`config.mk`:
```
export PLATFORM = sky130hd
export DESIGN_NAME = seq_signed_divider_flat
export DESIGN_NICKNAME = d
export VERILOG_FILES = /design/src/rtl/div_pkg.sv /design/src/rtl/seq_signed_divider_if.sv /design/src/rtl/div_step.sv /design/src/rtl/seq_signed_divider.sv /design/src/flat_wrapper.sv
export SDC_FILE = /design/constraint.sdc
export NUM_CORES = 1
export LEC_CHECK = 0
export ABC_AREA = 1
export ABC_CLOCK_PERIOD_IN_PS = 16200
export BUFFER_PORTS_ARGS = -buffer_cell sky130_fd_sc_hd__clkbuf_2
export CAP_MARGIN = 10
export CORE_ASPECT_RATIO = 1.4
export CORE_MARGIN = 5
export CORE_UTILIZATION = 35
export CTS_BUF_LIST = sky130_fd_sc_hd__clkbuf_8
export DETAILED_ROUTE_END_ITERATION = 8
export SLEW_MARGIN = 5
export SYNTH_ARGS = -nofsm -noshare
export SYNTH_HDL_FRONTEND = slang
export SYNTH_SLANG_ARGS = --single-unit
```
`constraint.sdc`:
```
create_clock -name clk -period 16.2 [get_ports clk]
set_input_delay 3.24 -clock clk [delete_from_list [all_inputs] [get_ports clk]]
set_output_delay 3.24 -clock clk [all_outputs]
set_load 0.1 [all_outputs]
```
`src/rtl/div_pkg.sv`:
```
// div_pkg: shared width, counter size and FSM encoding for seq_signed_divider.
package div_pkg;

  localparam int unsigned DIV_WIDTH = 32;
  localparam int unsigned DIV_CNT_W = $clog2(DIV_WIDTH + 1);

  typedef enum logic [1:0] {
    IDLE = 2'd0,
    LOAD = 2'd1,
    ITER = 2'd2,
    FIX  = 2'd3
  } div_state_e;

endpackage

```
`src/rtl/seq_signed_divider_if.sv`:
```
// seq_signed_divider_if: request/result bundle between a requester and the divider.
interface seq_signed_divider_if
  import div_pkg::*;
#(
  parameter int unsigned WIDTH = DIV_WIDTH
);

  logic             start;
  logic [WIDTH-1:0] a;
  logic [WIDTH-1:0] b;
  logic             busy;
  logic             done;
  logic [WIDTH-1:0] quotient;
  logic [WIDTH-1:0] remainder;
  logic             div_by_zero;

  modport master (
    output start, a, b,
    input  busy, done, quotient, remainder, div_by_zero
  );

  modport slave (
    input  start, a, b,
    output busy, done, quotient, remainder, div_by_zero
  );

endinterface

```
`src/rtl/div_step.sv`:
```
// div_step: one combinational restoring-division iteration on unsigned magnitudes.
module div_step
  import div_pkg::*;
#(
  parameter int unsigned W = DIV_WIDTH
)(
  input  logic [W:0] rem,
  input  logic       dvd_msb,
  input  logic [W:0] divisor,
  output logic [W:0] rem_next,
  output logic       q_bit
);

  logic [W+1:0] shifted;

  // trial >= 0 is evaluated as a compare on the widened shift so no bit is lost
  always_comb begin
    shifted  = {rem, dvd_msb};
    q_bit    = (shifted >= {1'b0, divisor});
    rem_next = q_bit ? (shifted[W:0] - divisor) : shifted[W:0];
  end

endmodule

```
`src/rtl/seq_signed_divider.sv`:
```
// seq_signed_divider: 32-bit signed restoring divider, one quotient bit per cycle.
// Optional build macro SEQ_DIVIDER_OUT_REG_EN adds one output register stage.
module seq_signed_divider
  import div_pkg::*;
(
  input  logic                       clk,
  input  logic                       reset,
  seq_signed_divider_if.slave        bus
);

  localparam int unsigned W = DIV_WIDTH;
  localparam logic [DIV_CNT_W-1:0] LAST_STEP = DIV_CNT_W'(W - 1);
  localparam logic [DIV_CNT_W-1:0] CNT_ONE   = DIV_CNT_W'(1);

  div_state_e           state;
  logic [W-1:0]         a_reg;
  logic [W-1:0]         b_reg;
  logic                 sign_q;
  logic                 sign_r;
  logic                 dbz;
  logic [W-1:0]         dvd;
  logic [W:0]           rem;
  logic [W:0]           babs;
  logic [DIV_CNT_W-1:0] count;

  logic                 busy_r;
  logic                 done_r;
  logic [W-1:0]         quo_r;
  logic [W-1:0]         rem_r;
  logic                 dbz_r;

  logic [W:0]           rem_next;
  logic                 q_bit;
  logic [W-1:0]         fix_quo;
  logic [W-1:0]         fix_rem;

  div_step #(.W(W)) u_step (
    .rem      (rem),
    .dvd_msb  (dvd[W-1]),
    .divisor  (babs),
    .rem_next (rem_next),
    .q_bit    (q_bit)
  );

  // divide-by-zero overrides whatever the iterations produced
  always_comb begin
    fix_quo = sign_q ? -dvd : dvd;
    fix_rem = sign_r ? -rem[W-1:0] : rem[W-1:0];
    if (dbz) begin
      fix_quo = '1;
      fix_rem = a_reg;
    end
  end

  always_ff @(posedge clk or posedge reset) begin
    if (reset) begin
      state  <= IDLE;
      a_reg  <= '0;
      b_reg  <= '0;
      sign_q <= 1'b0;
      sign_r <= 1'b0;
      dbz    <= 1'b0;
      dvd    <= '0;
      rem    <= '0;
      babs   <= '0;
      count  <= '0;
      busy_r <= 1'b0;
      done_r <= 1'b0;
      quo_r  <= '0;
      rem_r  <= '0;
      dbz_r  <= 1'b0;
    end else begin
      done_r <= 1'b0;
      unique case (state)
        IDLE: begin
          if (bus.start) begin
            a_reg  <= bus.a;
            b_reg  <= bus.b;
            busy_r <= 1'b1;
            state  <= LOAD;
          end
        end
        LOAD: begin
          sign_q <= a_reg[W-1] ^ b_reg[W-1];
          sign_r <= a_reg[W-1];
          dbz    <= (b_reg == '0);
          // |-2^31| = 2^31 is still exact as an unsigned W-bit value
          dvd    <= a_reg[W-1] ? -a_reg : a_reg;
          babs   <= {1'b0, (b_reg[W-1] ? -b_reg : b_reg)};
          rem    <= '0;
          count  <= '0;
          state  <= ITER;
        end
        ITER: begin
          rem   <= rem_next;
          dvd   <= {dvd[W-2:0], q_bit};
          count <= count + CNT_ONE;
          if (count == LAST_STEP) begin
            state <= FIX;
          end
        end
        FIX: begin
          quo_r  <= fix_quo;
          rem_r  <= fix_rem;
          dbz_r  <= dbz;
          done_r <= 1'b1;
          busy_r <= 1'b0;
          state  <= IDLE;
        end
        default: state <= IDLE;
      endcase
    end
  end

  assign bus.busy = busy_r;

`ifdef SEQ_DIVIDER_OUT_REG_EN
  logic         done_q;
  logic [W-1:0] quo_q;
  logic [W-1:0] rem_q;
  logic         dbz_q;

  always_ff @(posedge clk or posedge reset) begin
    if (reset) begin
      done_q <= 1'b0;
      quo_q  <= '0;
      rem_q  <= '0;
      dbz_q  <= 1'b0;
    end else begin
      done_q <= done_r;
      if (done_r) begin
        quo_q <= quo_r;
        rem_q <= rem_r;
        dbz_q <= dbz_r;
      end
    end
  end

  assign bus.done        = done_q;
  assign bus.quotient    = quo_q;
  assign bus.remainder   = rem_q;
  assign bus.div_by_zero = dbz_q;
`else
  assign bus.done        = done_r;
  assign bus.quotient    = quo_r;
  assign bus.remainder   = rem_r;
  assign bus.div_by_zero = dbz_r;
`endif

endmodule

```
`src/flat_wrapper.sv`:
```
// flat-port wrapper written by rule: the top's interface ports become plain ports
module seq_signed_divider_flat import div_pkg::*;
  (clk, reset, bus_start, bus_a, bus_b, bus_busy, bus_done, bus_quotient, bus_remainder, bus_div_by_zero);
  seq_signed_divider_if #(.WIDTH(DIV_WIDTH)) bus_i ();
  input  logic clk;
  input  logic reset;
  input wire logic [$bits(bus_i.start)-1:0] bus_start;
  input wire logic [$bits(bus_i.a)-1:0] bus_a;
  input wire logic [$bits(bus_i.b)-1:0] bus_b;
  output wire logic [$bits(bus_i.busy)-1:0] bus_busy;
  output wire logic [$bits(bus_i.done)-1:0] bus_done;
  output wire logic [$bits(bus_i.quotient)-1:0] bus_quotient;
  output wire logic [$bits(bus_i.remainder)-1:0] bus_remainder;
  output wire logic [$bits(bus_i.div_by_zero)-1:0] bus_div_by_zero;
  assign bus_i.start = bus_start;
  assign bus_i.a = bus_a;
  assign bus_i.b = bus_b;
  assign bus_busy = bus_i.busy;
  assign bus_done = bus_i.done;
  assign bus_quotient = bus_i.quotient;
  assign bus_remainder = bus_i.remainder;
  assign bus_div_by_zero = bus_i.div_by_zero;
  seq_signed_divider u_core (.clk(clk), .reset(reset), .bus(bus_i));
endmodule
```
==> impl_results.md, run 1 <==
- Clock skew: 30.6 ps
- RSZ-0062 raised after global routing: false
- Clock buffers created by TritonCTS: 41
- Average wire per standard cell: 16.5 um
- Max-slew violation total from the final report: 0
- Post-synthesis cell type with the largest combined area: dfrtp_1
- Count of unique library cells instantiated by Yosys: 50
- Register with the most flip-flops: u_core.rem
- Buffers from clock root to sink, at most: 3
- Gates resized, CTS repair: 0
- Cells traversed along the worst timing path: clkbuf_2
- Number of input and output port buffers inserted: 133
- Status: completed
- Arrival time worst endpoint: 1500 ps
- Routed wire length: 48.8 mm
- Ys Warns: 0
- Async S/R FF share, synth: 1.00
- Post-synth net total: 2373
- Cells after Synth: 2264
- Most frequent standard cell in the layout excluding fill and tap cells: nand2_1
- Worst setup path class: flop to output port
- Count of flip-flops with a built-in enable after synthesis: 0
- Highest-count cells in the layout ignoring fill and taps: nand2_1 (681), inv_1 (325), dfrtp_1 (239)
- Row Count: 91
- Chip width: 188 um
- Routed via count: 15.0k
- Maximum clock frequency: 211 MHz
- Drt first pass iters: 5
- Clock slew at reported path FFs: 70 ps
- Final Util: 0.397
- Syn avg cell area: 6.86 um^2
- Max-Slew Margin vs Limit: 0.280
- Register area: 5980 um^2
- Maximum Capacitance Violations: 0
- Routed via count divided by cell count: 5.05
- Global-route wire length before repair: 78.7 mm
- # DRC: 0
- Flip-flop count of the largest register after layout: 33
- Floorplan core area: 44100 um^2
- Final weighted congestion of routability-driven global placement: 0.898
- Synthesized area: 15500 um^2
- Slowest CP cell: clkbuf_2
- Data required time of the worst path: 12960 ps
- Root buf cell: clkbuf_8
- Full die area: 48800 um^2
- Ratio of cells with drive above 1 in the final layout: 0.112
- Worst Tran Pin Value: 1080 ps
- Clock Latency Late Sink: 590 ps
- Seq/Total Area, Yosys: 0.385
- # clock sinks: 239
- Number of buffers added for setup after CTS: 0
- Overall die height: 259 um
- CP top delay family: buffers and inverters
- Number of global-route vias before repair: 15.0k
- Accumulated negative setup slack: 0 ps
- Level count of the clock H-tree: 2
- Sum of overflow across all layers after global routing: 0
- Iteration-0 DRC count of the detailed router: 907
- Startpoint type of the worst setup path: flop
- Final #Nets: 2489
- Post-layout min period: 4740 ps
- Worst min path class: flop to flop
- Endpoints failing hold: 0
- Worst Path Max Fanout: 2
- Main flop type after synthesis: dfrtp_1
- Fill cell count: 4689
- HPWL after DPL: 37.6 mm
- Number of setup violations in the final report: 0
- Number of nets with antenna violations after routing: 0
- Initial antenna violation count: 1
- I/O pin count: 134
- Maximum number of pins on one net before global-route repair: 122
- Period utilization: 0.293
- Area of combinational cells with multiple inputs: 7990 um^2
- Area growth from synthesis to layout: 12.6%
- Combined global-route utilization of all metal layers: 0.197
- Buffers plus inverters on the worst setup path: 1
- Initial core utilization: 0.353
- Flip-flop and latch count after synthesis: 239
- Max incr delay on CP: 500 ps
- Top-area cell type share of the netlist area: 0.385
- TritonCTS clock tree: yes
- Crit end category: output port
- Synth area leaders: dfrtp_1 (38%), nand2_1 (16%), inv_1 (7.6%)
- Quantity of hold-fixing buffers added after cts: 0
[kinds of logic (layout without fill, tap and decap cells)]
family	after synthesis	count (layout)	share of synthesized area
simple gates	1186	1186	0.325
buf+inv	410	553	0.101
compound gates	335	335	0.125
flops	239	239	0.385
xor+xnor	52	52	0.0293
fa+ha+maj	42	42	0.0343
other cells	0	1	0
[stage by stage]
| stage | hold slack, ps | cell area, um^2 | setup slack (ps) | instances |
|---|---|---|---|---|
| 4_1_cts | 488 | 17500 | 11420 | 2965 |
| 3_3_place_gp | 464 | 16700 | 11260 | 2895 |
| 3_5_place_dp | 470 | 16700 | 11230 | 2895 |
| 6_report | 482 | 17500 | 11460 | 2966 |
| 5_1_grt | 514 | 17500 | 11440 | 2966 |
| 2_1_floorplan | 449 | 15500 | 6400 | 2264 |
[final timing paths]
path	slack [ps]	end	startpoint	depth (start not counted)
max	11460	bus_remainder[19]	u_core.bus.remainder[19]$_DFFE_PP0P_	1
min	480	u_core.bus.quotient[27]$_DFFE_PP0P_	u_core.bus.quotient[27]$_DFFE_PP0P_	2
max reg2reg	13150	u_core.rem[23]$_DFFE_PP0P_	u_core.dvd[31]$_DFFE_PP0P_	14
min reg2reg	480	u_core.bus.quotient[27]$_DFFE_PP0P_	u_core.bus.quotient[27]$_DFFE_PP0P_	2
max in group asynchronous	11930	u_core.dvd[24]$_DFFE_PP0P_	reset	3
min in group asynchronous	2760	u_core.bus.busy$_DFFE_PP0P_	reset	2
[cells in the mapped netlist (10+ instances only)]
| cell | count |
|---|---|
| nand2_1 | 681 |
| inv_1 | 314 |
| dfrtp_1 | 239 |
| nand3_1 | 227 |
| nor2_1 | 174 |
| o21ai_0 | 158 |
| clkbuf_1 | 60 |
| a21oi_1 | 52 |
| ha_1 | 41 |
| xor2_1 | 34 |
| nor3_1 | 25 |
| o221ai_1 | 25 |
| o211ai_1 | 23 |
| o21ai_1 | 20 |
| o22ai_1 | 20 |
| nand4_1 | 19 |
| xnor2_1 | 18 |
| inv_2 | 17 |
| o21bai_1 | 15 |
| a31oi_1 | 11 |
| nor2_2 | 10 |
[layer usage]
metal	track usage	share of wire	up-vias
met5	0	0	-
met4	0.0826	0.042	0
met3	0.0254	0.041	102
met2	0.377	0.53	365
met1	0.219	0.39	6983
li1	-	-	7515
[cell type report]
class | instances | area share
Antenna cell | 1 | 0.000143
Clock buffer | 44 | 0.0346
Clock inverter | 26 | 0.0101
Inverter | 333 | 0.0719
Multi-Input combinational cell | 1615 | 0.456
Sequential cell | 239 | 0.342
Tap cell | 558 | 0.0399
Timing Repair Buffer | 150 | 0.0453
Power of run 1 is not shown: default switching activity piles up to over one toggle a cycle in this logic, so the estimate is an artifact.
==> inputs of run 2 (changes only) <==
ABC_CLOCK_PERIOD_IN_PS = 4300   (was 16200)
clock period = 4.3 ns   (was 16.2 ns; I/O delays follow)
==> impl_results.md, run 2 (same netlist as run 1, synthesis figures left out) <==
- Ratio of cells with drive above 1 in the final layout: 0.112 (-0.000139)
- Worst Path Max Fanout: 32 (+30)
- Overall die height: 259 um (unchanged)
- Most frequent standard cell in the layout excluding fill and tap cells: nand2_1
- Number of setup violations in the final report: 0 (unchanged)
- Area growth from synthesis to layout: 12.9%
- Highest-count cells in the layout ignoring fill and taps: nand2_1 (681), inv_1 (329), dfrtp_1 (239)
- Max-Slew Margin vs Limit: 0.193 (-0.0869)
- Slowest CP cell: fa_1
- R2r startpoint: u_core.dvd[31]$_DFFE_PP0P_
- Destination of the worst hold path: u_core.bus.quotient[27]$_DFFE_PP0P_
- Number of stages on the worst hold path: 2 (unchanged)
- Endpoints failing hold: 0 (unchanged)
- Worst-case setup slack after placement: 1530 ps (-9710 ps)
- # DRC: 0 (unchanged)
- Combined global-route utilization of all metal layers: 0.202 (+0.00436)
- Flip-flop count of the largest register after layout: 33 (unchanged)
- Maximum clock frequency: 368 MHz
- Clock slew at reported path FFs: 60 ps (about the same)
- Clock Latency Late Sink: 560 ps (-30 ps)
- Initial antenna violation count: 1 (unchanged)
- Worst Slack Setup Final: 1580 ps (-9880 ps)
- Register with the most flip-flops: u_core.rem
- Status: completed
- Accumulated negative setup slack: 0 ps (unchanged)
- Drt first pass iters: 8 (+3)
- Worst R2R Path Depth: 14 (unchanged)
- Number of input and output port buffers inserted: 133 (unchanged)
- Floorplan core area: 44100 um^2 (unchanged)
- Hold path startpoint: u_core.bus.quotient[27]$_DFFE_PP0P_
- Chip width: 188 um (unchanged)
- Worst min path class: flop to flop
- I/O pin count: 134 (unchanged)
- Row Count: 91 (unchanged)
- Maximum number of pins on one net before global-route repair: 172 (+41%)
- Sum of overflow across all layers after global routing: 0 (unchanged)
- Maximum Capacitance Violations: 0 (unchanged)
- Iteration-0 DRC count of the detailed router: 903 (-0.44%)
- Number of global-route vias before repair: 15.0k (+0.033%)
- Clock skew: 19.7 ps (-10.9 ps)
- Routed via count divided by cell count: 5.06 (+0.25%)
- Final weighted congestion of routability-driven global placement: 0.935 (+4.1%)
- Startpoint type of the worst setup path: flop
- Global-route wire length before repair: 80.0 mm (+1.7%)
- Worst setup path class: flop to flop
- RSZ-0062 raised after global routing: false
- Max-slew violation total from the final report: 0 (unchanged)
- Final #Nets: 2490 (+0.040%)
- Gates resized, CTS repair: 0 (unchanged)
- Cells traversed along the worst timing path: inv_1 > ha_1 > inv_1 > fa_1 > nand3_2 > nand3_2 > nand2_2 > nand2_2 > nand2_4 > nand2_8 > nand2_2 > nand2_1 > nand2_1 > nand2_1
- Full die area: 48800 um^2 (unchanged)
- Clock buffers created by TritonCTS: 41 (unchanged)
- Number of buffers added for setup after CTS: 0 (unchanged)
- Quantity of hold-fixing buffers added after cts: 0 (unchanged)
- Buffers from clock root to sink, at most: 3 (unchanged)
- Worst Setup SP: u_core.dvd[31]$_DFFE_PP0P_
- FF-to-FF setup slack: 1580 ps (-11570 ps)
- Routed via count: 15.0k (+0.35%)
- Number of nets with antenna violations after routing: 0 (unchanged)
- Level count of the clock H-tree: 2 (unchanged)
- Root buf cell: clkbuf_8
- Crit end category: flop
- Initial core utilization: 0.353 (unchanged)
- Arrival time worst endpoint: 3170 ps (+1670 ps)
- Worst reg2reg endpoint: u_core.rem[21]$_DFFE_PP0P_
- Post-layout min period: 2720 ps
- HPWL after DPL: 38.8 mm (+3.3%)
- Average wire per standard cell: 16.8 um (+2.3%)
- Period utilization: 0.632
- Data required time of the worst path: 4750 ps (-8210 ps)
- TritonCTS clock tree: yes
- Worst Tran Pin Value: 1210 ps (+130 ps)
- # clock sinks: 239 (unchanged)
- Routed wire length: 50.0 mm (+2.4%)
- Max incr delay on CP: 450 ps (-50 ps)
-- run 2: changes by cell type in the layout (fill, tap and decap cells not counted) --
cell and delta:
clkinvlp_4 +1, buf_12 +1, bufinv_16 -1, clkinv_8 -1
clkinv_2 -5, clkbuf_8 +5, clkinv_1 -1, inv_1 +4
inv_6 +1, inv_8 -1
-- run 2: per-layer routing --
metal / vias to the layer above / routed length [um] / track usage
met3: 105 / 1780 / 0.0233
met1: 7027 / 20100 / 0.230
met4: 0 / 1910 / 0.0798
li1: 7520 / - / -
met5: - / 0 / 0
met2: 366 / 26200 / 0.382
-- run 2: critical path: cells and delay by family (launching register included) --
family        cells  cell delay (ps)
fa+ha+maj         2              640
buf+inv           2              270
flops             1              390
simple gates     10             1280
-- run 2: layout make-up --
type / count / area (um^2)
fillers: 4693 / 26500
multi-input cells: 1615 / 7990
flip-flops and latches: 239 / 5980
inverters: 333 / 1250
repair buffers: 151 / 813
well taps: 558 / 698
clock buffers: 49 / 674
clock inverters: 23 / 125
diodes: 1 / 2.50
-- run 2: worst max path at each step --
| stage | to | slack, ps | cells past startpoint |
|---|---|---|---|
| floorplan | u_core.a_reg[0]$_DFFE_PP0P_ | 310 | 1 |
| global placement | u_core.a_reg[26]$_DFFE_PP0P_ | 1580 | 6 |
| detailed placement | u_core.a_reg[13]$_DFFE_PP0P_ | 1530 | 6 |
| CTS | u_core.rem[21]$_DFFE_PP0P_ | 1530 | 14 |
| global route | u_core.rem[28]$_DFFE_PP0P_ | 1330 | 14 |
| finish | u_core.rem[21]$_DFFE_PP0P_ | 1580 | 14 |
-- run 2: per-stage QoR --
step | hold WS [ps] | cell area, um^2 | std cells | utilization
detailed placement | 472 | 16700 | 2896 | 0.380
finish | 479 | 17500 | 2969 | 0.398
CTS | 449 | 17500 | 2968 | 0.398
global placement | 465 | 16700 | 2896 | 0.380
global route | 468 | 17500 | 2969 | 0.398
floorplan | 449 | 15500 | 2264 | -
Power of run 2 is left out for the same reason.
==> inputs of run 3 (changes only) <==
ABC_CLOCK_PERIOD_IN_PS = 2200   (was 4300)
clock period = 2.2 ns   (was 4.3 ns; I/O delays follow)
==> impl_results.md, run 3 (same netlist as run 1, synthesis figures left out) <==
- Status: completed
- Number of nets with antenna violations after routing: 0 (unchanged)
- Global-route wire length before repair: 85.1 mm (+6.3%)
- Worst path most repeated cell: nand2_1
- Row Count: 91 (unchanged)
- Worst Tran Pin Value: 706 ps (-501 ps)
- Clock buffers created by TritonCTS: 43 (+4.9%)
- TritonCTS clock tree: yes
- Chip width: 188 um (unchanged)
- Clock slew at reported path FFs: 60 ps (about the same)
- Number of setup violations in the final report: 0 (unchanged)
- Maximum number of pins on one net before global-route repair: 115 (-33%)
- Max-slew violation total from the final report: 0 (unchanged)
- Arrival time worst endpoint: 2670 ps (-500 ps)
- Maximum clock frequency: 456 MHz (+24%)
- Worst setup path class: flop to flop
- Crit end category: flop
- Non-filler instance count after layout: 3088 (+4.0%)
- Quantity of hold-fixing buffers added after cts: 0 (unchanged)
- Initial antenna violation count: 1 (unchanged)
- Worst Path Max Fanout: 7 (-78%)
- Number of input and output port buffers inserted: 133 (unchanged)
- # DRC: 0 (unchanged)
- # clock sinks: 239 (unchanged)
- Ratio of cells with drive above 1 in the final layout: 0.202 (+0.0900)
- Clock Latency Late Sink: 590 ps (+30 ps)
- Floorplan core area: 44100 um^2 (unchanged)
- Average wire per standard cell: 17.7 um (+4.9%)
- Worst-case setup slack after placement: -136 ps (-1660 ps)
- Area growth from synthesis to layout: 25.0%
- Worst min path class: input pin to asynchronous set/reset pin
- Data required time of the worst path: 2680 ps (-2070 ps)
- Overall die height: 259 um (unchanged)
- Clock skew: 13.6 ps (-6.08 ps)
- Flip-flop count of the largest register after layout: 33 (unchanged)
- Routed via count: 15.7k (+4.2%)
- Final weighted congestion of routability-driven global placement: 0.940 (+0.52%)
- Routed wire length: 54.6 mm (+9.1%)
- Startpoint type of the worst setup path: flop
- Sum of overflow across all layers after global routing: 0 (unchanged)
- Full die area: 48800 um^2 (unchanged)
- Slowest CP cell: dfrtp_1
- I/O pin count: 134 (unchanged)
- Max-Slew Margin vs Limit: 0.525 (+0.332)
- Post-layout min period: 2190 ps (-524 ps)
- Cells traversed along the worst timing path: ha_4 > nand2_2 > nor2_4 > nand2_2 > nor2_2 > nand2_1 > nand3_2 > nor2_8 > nand2_8 > buf_12 > nand3_2 > nand2_1 > nand2_1
- Root buf cell: clkbuf_8
- Drt first pass iters: 5 (-3)
- Fill cell count: 4493 (-4.3%)
- Buffers from clock root to sink, at most: 3 (unchanged)
- Maximum Capacitance Violations: 0 (unchanged)
- Combined global-route utilization of all metal layers: 0.217 (+0.0150)
- Endpoints failing hold: 0 (unchanged)
- Most frequent standard cell in the layout excluding fill and tap cells: nand2_1
- HPWL after DPL: 42.1 mm (+8.4%)
- Number of global-route vias before repair: 15.7k (+4.9%)
- RSZ-0062 raised after global routing: true
- Initial core utilization: 0.353 (unchanged)
- Routed via count divided by cell count: 5.07 (+0.22%)
- Register with the most flip-flops: u_core.rem
- Iteration-0 DRC count of the detailed router: 931 (+3.1%)
- Highest-count cells in the layout ignoring fill and taps: nand2_1 (653), inv_1 (315), dfrtp_1 (225)
- Level count of the clock H-tree: 2 (unchanged)
- Final #Nets: 2607 (+4.7%)
- Max incr delay on CP: 440 ps (about the same)
- DP Cell Count: 2991 (+3.3%)
- Period utilization: 0.997 (+0.365)
- Worst Slack Setup Final: 7.00 ps (-1580 ps)
-- run 3: cell types whose count changed in the layout (fill, tap and decap cells not counted), moves of 10 or more --
cell     before  now
dfrtp_2       0   14
nand3_1     227  217
buf_12        1   11
inv_2        17   27
ha_4          0   29
buf_4        17  114
ha_1         41   11
nor2_4        6   16
nor2_1      173  161
nand2_1     681  653
inv_1       329  315
nand2_2       9   32
dfrtp_1     239  225
-- run 3: layout make-up --
cell class                      count  area (um^2)  area share
Multi-Input combinational cell   1615         8690       0.447
Sequential cell                   239         6000       0.309
Timing Repair Buffer              266         1870      0.0961
Inverter                          333         1250      0.0646
Clock buffer                       57          785      0.0404
Tap cell                          558          698      0.0359
Clock inverter                     19          138     0.00708
Antenna cell                        1         2.50    0.000129
-- run 3: critical path: cells and delay by family, from the launching register on --
family        cells  cell delay [ps]
fa+ha+maj         1              310
buf+inv           1              150
flops             1              440
simple gates     11             1180
-- run 3: layer usage --
layer	track usage	part of all wire
met1	0.242	0.39
met2	0.408	0.52
met3	0.0243	0.038
met4	0.102	0.050
met5	0	0
-- run 3: final timing paths --
path / startpoint / end / slack (ps) / cells after the start
max: u_core.rem[4]$_DFFE_PP0P_ / u_core.rem[23]$_DFFE_PP0P_ / 7 / 13
min: reset / u_core.a_reg[2]$_DFFE_PP0P_ / 7 / 3
max reg2reg: u_core.rem[4]$_DFFE_PP0P_ / u_core.rem[23]$_DFFE_PP0P_ / 7 / 13
min reg2reg: u_core.bus.quotient[27]$_DFFE_PP0P_ / u_core.bus.quotient[27]$_DFFE_PP0P_ / 480 / 2
max in group asynchronous: reset / u_core.rem[21]$_DFFE_PP0P_ / 1520 / 3
min in group clk: bus_b[8] / u_core.b_reg[8]$_DFFE_PP0P_ / 50 / 3
-- run 3: metrics by stage --
stage                     hold slack [ps]  area, um^2  TNS, ps   util
after floorplan                       449       15500  -328350      -
after global routing                 33.6       19400     -471  0.441
final                                7.45       19400        0  0.441
after CTS                            11.9       18700    -11.9  0.424
after global placement                464       17600    -1380  0.399
after detailed placement              467       17600    -1070  0.399
-- run 3: what timing repair did --
| action | in CTS | in global routing |
|---|---|---|
| setup endpoints to repair | 32 | 51 |
| setup buffers | 1 | 15 |
| gates resized for setup | 24 | 125 |
| pin swaps | 2 | 40 |
| gates cloned | 0 | 4 |
Power of run 3 is left out for the same reason.
